<file path="config.mk">
export PLATFORM = sky130hd
export DESIGN_NAME = mul_result_adder
export DESIGN_NICKNAME = d
export VERILOG_FILES = /design/src/rtl/mul_result_adder.sv
export SDC_FILE = /design/constraint.sdc
export NUM_CORES = 1
export LEC_CHECK = 0
export BUFFER_PORTS_ARGS = -buffer_cell sky130_fd_sc_hd__buf_2
export CORE_UTILIZATION = 41
export DETAILED_ROUTE_END_ITERATION = 6
export PLACE_DENSITY = 0.69
export SYNTH_ARGS = -nofsm -noshare
export SYNTH_HDL_FRONTEND = slang
export SYNTH_SLANG_ARGS = --single-unit
</file>
<file path="constraint.sdc">
create_clock -name clk -period 4.2 [get_ports clk]
set_input_delay 0.42 -clock clk [delete_from_list [all_inputs] [get_ports clk]]
set_output_delay 0.42 -clock clk [all_outputs]
set_load 0.05 [all_outputs]
</file>
<file path="src/rtl/mul_result_adder.sv">
// Final carry-propagate adder behind a carry-save multiplier: two-stage valid/ready
// pipeline returning the selected 64-bit half. Optional flush port: MUL_RESULT_ADDER_FLUSH_EN.
module mul_result_adder #(
    parameter int TAG_W = 5
) (
    input  logic             clk,
    input  logic             rst_n,
`ifdef MUL_RESULT_ADDER_FLUSH_EN
    input  logic             flush,
`endif
    input  logic             in_valid,
    output logic             in_ready,
    input  logic             in_sel,
    input  logic [TAG_W-1:0] in_tag,
    input  logic [63:0]      in_ls,
    input  logic [63:0]      in_lc,
    input  logic [63:0]      in_hs,
    input  logic [63:0]      in_hc,
    output logic             out_valid,
    input  logic             out_ready,
    output logic [63:0]      out_data,
    output logic [TAG_W-1:0] out_tag,
    output logic             busy
);

    logic             flush_int;

`ifdef MUL_RESULT_ADDER_FLUSH_EN
    assign flush_int = flush;
`else
    assign flush_int = 1'b0;
`endif

    logic             s1_valid;
    logic [63:0]      s1_lo;
    logic             s1_c;
    logic [63:0]      s1_hs;
    logic [63:0]      s1_hc;
    logic             s1_sel;
    logic [TAG_W-1:0] s1_tag;

    logic             s2_valid;
    logic [63:0]      s2_data;
    logic [TAG_W-1:0] s2_tag;

    logic             s2_load;
    logic             accept;
    logic [64:0]      lo_sum;
    logic [63:0]      hi_sum;

    // in_ready is derived from pipeline occupancy and out_ready only, never in_valid.
    assign s2_load  = s1_valid && (!s2_valid || out_ready);
    assign in_ready = !s1_valid || s2_load;
    assign accept   = in_valid && in_ready;

    assign lo_sum = {1'b0, in_ls} + {1'b0, in_lc};
    assign hi_sum = s1_hs + s1_hc + {63'd0, s1_c};

    always_ff @(posedge clk or negedge rst_n) begin
        if (!rst_n) begin
            s1_valid <= 1'b0;
        end else if (flush_int) begin
            s1_valid <= 1'b0;
        end else if (accept) begin
            s1_valid <= 1'b1;
        end else if (s2_load) begin
            s1_valid <= 1'b0;
        end
    end

    always_ff @(posedge clk or negedge rst_n) begin
        if (!rst_n) begin
            s1_lo  <= '0;
            s1_c   <= 1'b0;
            s1_hs  <= '0;
            s1_hc  <= '0;
            s1_sel <= 1'b0;
            s1_tag <= '0;
        end else if (accept && !flush_int) begin
            s1_lo  <= lo_sum[63:0];
            s1_c   <= lo_sum[64];
            s1_hs  <= in_hs;
            s1_hc  <= in_hc;
            s1_sel <= in_sel;
            s1_tag <= in_tag;
        end
    end

    // The high-half carry-out is dropped: the product wraps mod 2^128.
    always_ff @(posedge clk or negedge rst_n) begin
        if (!rst_n) begin
            s2_valid <= 1'b0;
        end else if (flush_int) begin
            s2_valid <= 1'b0;
        end else if (s2_load) begin
            s2_valid <= 1'b1;
        end else if (out_ready) begin
            s2_valid <= 1'b0;
        end
    end

    always_ff @(posedge clk or negedge rst_n) begin
        if (!rst_n) begin
            s2_data <= '0;
            s2_tag  <= '0;
        end else if (s2_load && !flush_int) begin
            s2_data <= s1_sel ? hi_sum : s1_lo;
            s2_tag  <= s1_tag;
        end
    end

    assign out_valid = s2_valid;
    assign out_data  = s2_data;
    assign out_tag   = s2_tag;
    assign busy      = s1_valid || s2_valid;

endmodule

</file>
==> summary.txt <==
Status
  • Status: complete, no violations

Power and ir drop
  • Cell Pwr Density: roughly 500 mW/mm2
  • Clk pwr share: about a quarter
  • Leak: 10.60 nW
  • Sequential Power Share: approximately 34%
  • Psw: between 0.004 and 0.005 W
  • Combinational fraction of design power: 40.7%
  • Pint: around 0.0062 W
  • Worst VDD drop: 0.3602 mV
  • Net Sw Frac: between 40% and 50%

Place
  • Post-placement cell area: just under 0.02 mm2
  • RD Place Congestion: around 0.90
  • Post-DP HPWL: 41980 um
  • Port buffer count: between 300 and 400

Critical path
  • Worst Setup Start Kind: flop
  • Crit end category: flop
  • WP data required: roughly 4.7 ns
  • Worst setup path category: reg -> reg
  • CP arrival: between 4 and 5 ns
  • Max FO, Critical Path: 3

Finish
  • Fin util: 49.43%
  • Nets: 2826
  • Layout cell share with drive strength beyond 1: 17.35%
  • Area growth syn-to-layout: 18.02%
  • Final Instance Area: 0.02092 mm2
  • Fill count: around 4.2k
  • Diode count: 0

Timing
  • Hold Violations, Final: 0
  • RSZ-0062 raised after global routing: no
  • Slew margin rel.: between 40 and 50%
  • Final Setup Violations: 0
  • Final period utilization: between 90% and 100%
  • Hold WS: roughly 0.03 ns
  • Setup_tns: 0 ns
  • Worst Skew: 0.03411 ns
  • Fmax: around 250 MHz
  • Tmin final: around 4 ns
  • Final Max Slew Viols: 0
  • Worst Max-Slew Pin Slew: between 0.8 and 0.9 ns

Synthesis
  • Post-synth EDFFs: 0
  • #FFs+latches synth: 270
  • Ys Warns: 0
  • Primary FF master, synth: dfrtp_1
  • Post-synthesis sequential area ratio: between 30% and 40%
  • Synth Instances: 2162
  • Synth Area per Inst: around 8.2 um2
  • Synthesized cell area: ~0.018 mm2
  • Synth Net Count: around 2.6k
  • Netlist cell types: 74
  • Async set-or-reset flop fraction in the synthesized netlist: 100.0%

Clocking
  • Root buffer cell: clkbuf_16
  • CTS tree: built
  • Worst-path clk slew: 0.06 ns
  • Worst-Skew Late Latency: 0.58 ns
  • Deepest clock path buffer count: 3
  • Clock Sinks: between 200 and 300
  • Max H-tree Level: 1
  • CTS Buf Count: 30

Job
  • Max_cap viols: 0

Global route
  • Tot GR Track Use: between 20 and 25%
  • GRT Residual Overflow: 0
  • Vias in the first global route: between 15k and 20k
  • First-pass GRT wire length: approximately 85000 um
  • Largest net degree at the start of global routing: 131
  • Initial antenna violation count: 4

Die
  • Core area: roughly 0.042 mm2
  • Number of placed I/O pins: 338
  • Die span in x: 209.9 um
  • Initial Util: between 40% and 50%
  • Row Count: 75
  • Die Span Y: 209.9 um
  • Die area: 0.04406 mm2

Drt
  • Vias: approximately 16k
  • Final ANT Viol Nets: 0
  • Drt first-iter violations: approximately 1.1k
  • Via density: about 5.3
  • DRC: 0
  • Routed len/inst: ~18 um
  • Total Routed Length: around 54000 um
  • 1st-pass router iterations: 5

Hold path
  • Hold crit path type: in -> reg
-- cell families (layout without fill, tap and decap cells) --
kind of cell	after synthesis	in the layout	share of synthesized area [%]
buf+inv	142	430	3.007
xor+xnor	120	120	5.930
compound gates	584	584	20.54
simple gates	869	869	20.45
fa+ha+maj	129	129	9.234
mux	48	48	2.718
flops	270	270	38.12
-- path summary, 6_finish.rpt --
check	start	end	slack (ns)	depth (start not counted)
hold reg to reg	out_tag[4]	out_tag[4]	0.47	2
hold / removal	in_sel	s1_sel	0.03	3
max in group asynchronous	rst_n	s1_hc[34]	2.69	3
min in group asynchronous	rst_n	out_data[16]	0.48	2
setup reg to reg	s1_c	out_data[58]	0.22	14
setup / recovery	s1_c	out_data[58]	0.22	14
-- cells in the final DEF (no fill, tap or decap), drive strengths merged, types with 22 or more instances in the layout --
master	count
o21bai	34
nor3	22
nand4	35
a21o	84
xor2	53
clkbuf	41
nand2	645
o21ai	206
ha	126
inv	27
a21oi	154
buf	352
dfrtp	270
mux2i	47
nor2	81
xnor2	67
-- cells in the mapped netlist, types with 3 or more instances --
cell | instances | area share (%)
nand2_1 | 645 | 14
dfrtp_1 | 270 | 38
o21ai_0 | 194 | 5.5
a21oi_1 | 154 | 4.3
ha_1 | 126 | 8.9
clkbuf_1 | 112 | 2.4
a21o_1 | 84 | 3.6
nor2_1 | 81 | 1.7
xnor2_1 | 67 | 3.3
xor2_1 | 53 | 2.6
mux2i_1 | 47 | 2.7
nand4_1 | 35 | 1.2
o21bai_1 | 32 | 1.4
inv_1 | 26 | 0.55
nor3_1 | 22 | 0.62
nand3_1 | 14 | 0.40
o31ai_1 | 14 | 0.59
a211oi_1 | 13 | 0.55
nand2b_1 | 12 | 0.42
a31oi_1 | 11 | 0.39
nor3b_1 | 11 | 0.47
o21ai_1 | 11 | 0.31
o21a_1 | 10 | 0.42
nor2b_1 | 9 | 0.32
or3_1 | 8 | 0.28
and3_1 | 7 | 0.25
o211ai_1 | 7 | 0.30
a221oi_1 | 6 | 0.30
nor4_1 | 6 | 0.21
a31o_2 | 4 | 0.20
and2_1 | 4 | 0.14
and4_1 | 4 | 0.20
buf_1 | 4 | 0.085
a21boi_0 | 3 | 0.13
a221o_1 | 3 | 0.17
a32oi_1 | 3 | 0.15
fa_1 | 3 | 0.34
-- metal layers --
layer / vias to the layer above / global-route usage [%] / part of all wire (%)
met5: - / 0 / 0.052
met3: 73 / 3.471 / 5.7
li1: 8040 / - / -
met1: 7605 / 35.68 / 48
met2: 443 / 37.17 / 44
met4: 4 / 6.066 / 2.2
-- per-stage QoR --
step                total power (W)  setup slack, ns  cells
floorplan                  0.006549           0.6300   2162
global placement           0.007880           0.1681   2975
detailed placement         0.007931           0.1302   2975
CTS                         0.01071           0.1239   3027
global route                0.01127          0.07228   3027
finish                      0.01066           0.2171   3027
-- what timing repair did --
action / 4_1_cts / 5_1_grt
resized for setup: 0 / 1
hold buffers: 1 / 0
hold endpoints to repair: 93 / 0
setup endpoints to repair: 0 / 1
buffers inserted: 0 / 0
-- flip-flops by register name, summed over array words and instances, names as in the netlist --
register,count
out_data,64
out_tag,5
out_valid,1
s1_c,1
s1_hc,64
s1_hs,64
s1_lo,64
s1_sel,1
s1_tag,5
s1_valid,1
-- cell type report --
type	count	area (um2)	share of cell area, %
multi-input combinational	1750	10460	50.00
sequential	270	6760	32.32
clock inverter	10	156.4	0.7477
timing repair buffer	353	1869	8.936
tap	577	721.9	3.451
inverter	26	97.59	0.4666
clock buffer	41	853.3	4.079
-- worst max-delay path, stage by stage, from the launching register on --
cell and delay, ns:
dfrtp_1 0.40, fa_1 0.49, fa_1 0.45, a211oi_1 0.31, o21ai_2 0.14, o2111ai_2 0.24
o21a_1 0.20, o31ai_1 0.14, a32oi_2 0.30, a21oi_1 0.19, a221oi_1 0.33, buf_4 0.19
o21ai_0 0.13, xor2_1 0.18, a2bb2oi_1 0.14
-- power groups by stage --
stage	logic, W	registers (W)	clock network [W]
floorplan	0.00226	0.00429	0
detailed placement	0.00430	0.00363	0
global placement	0.00426	0.00362	0
finish	0.00434	0.00360	0.00272
global route	0.00472	0.00366	0.00289
CTS	0.00433	0.00360	0.00279
Power figures use the tool's default switching activity.
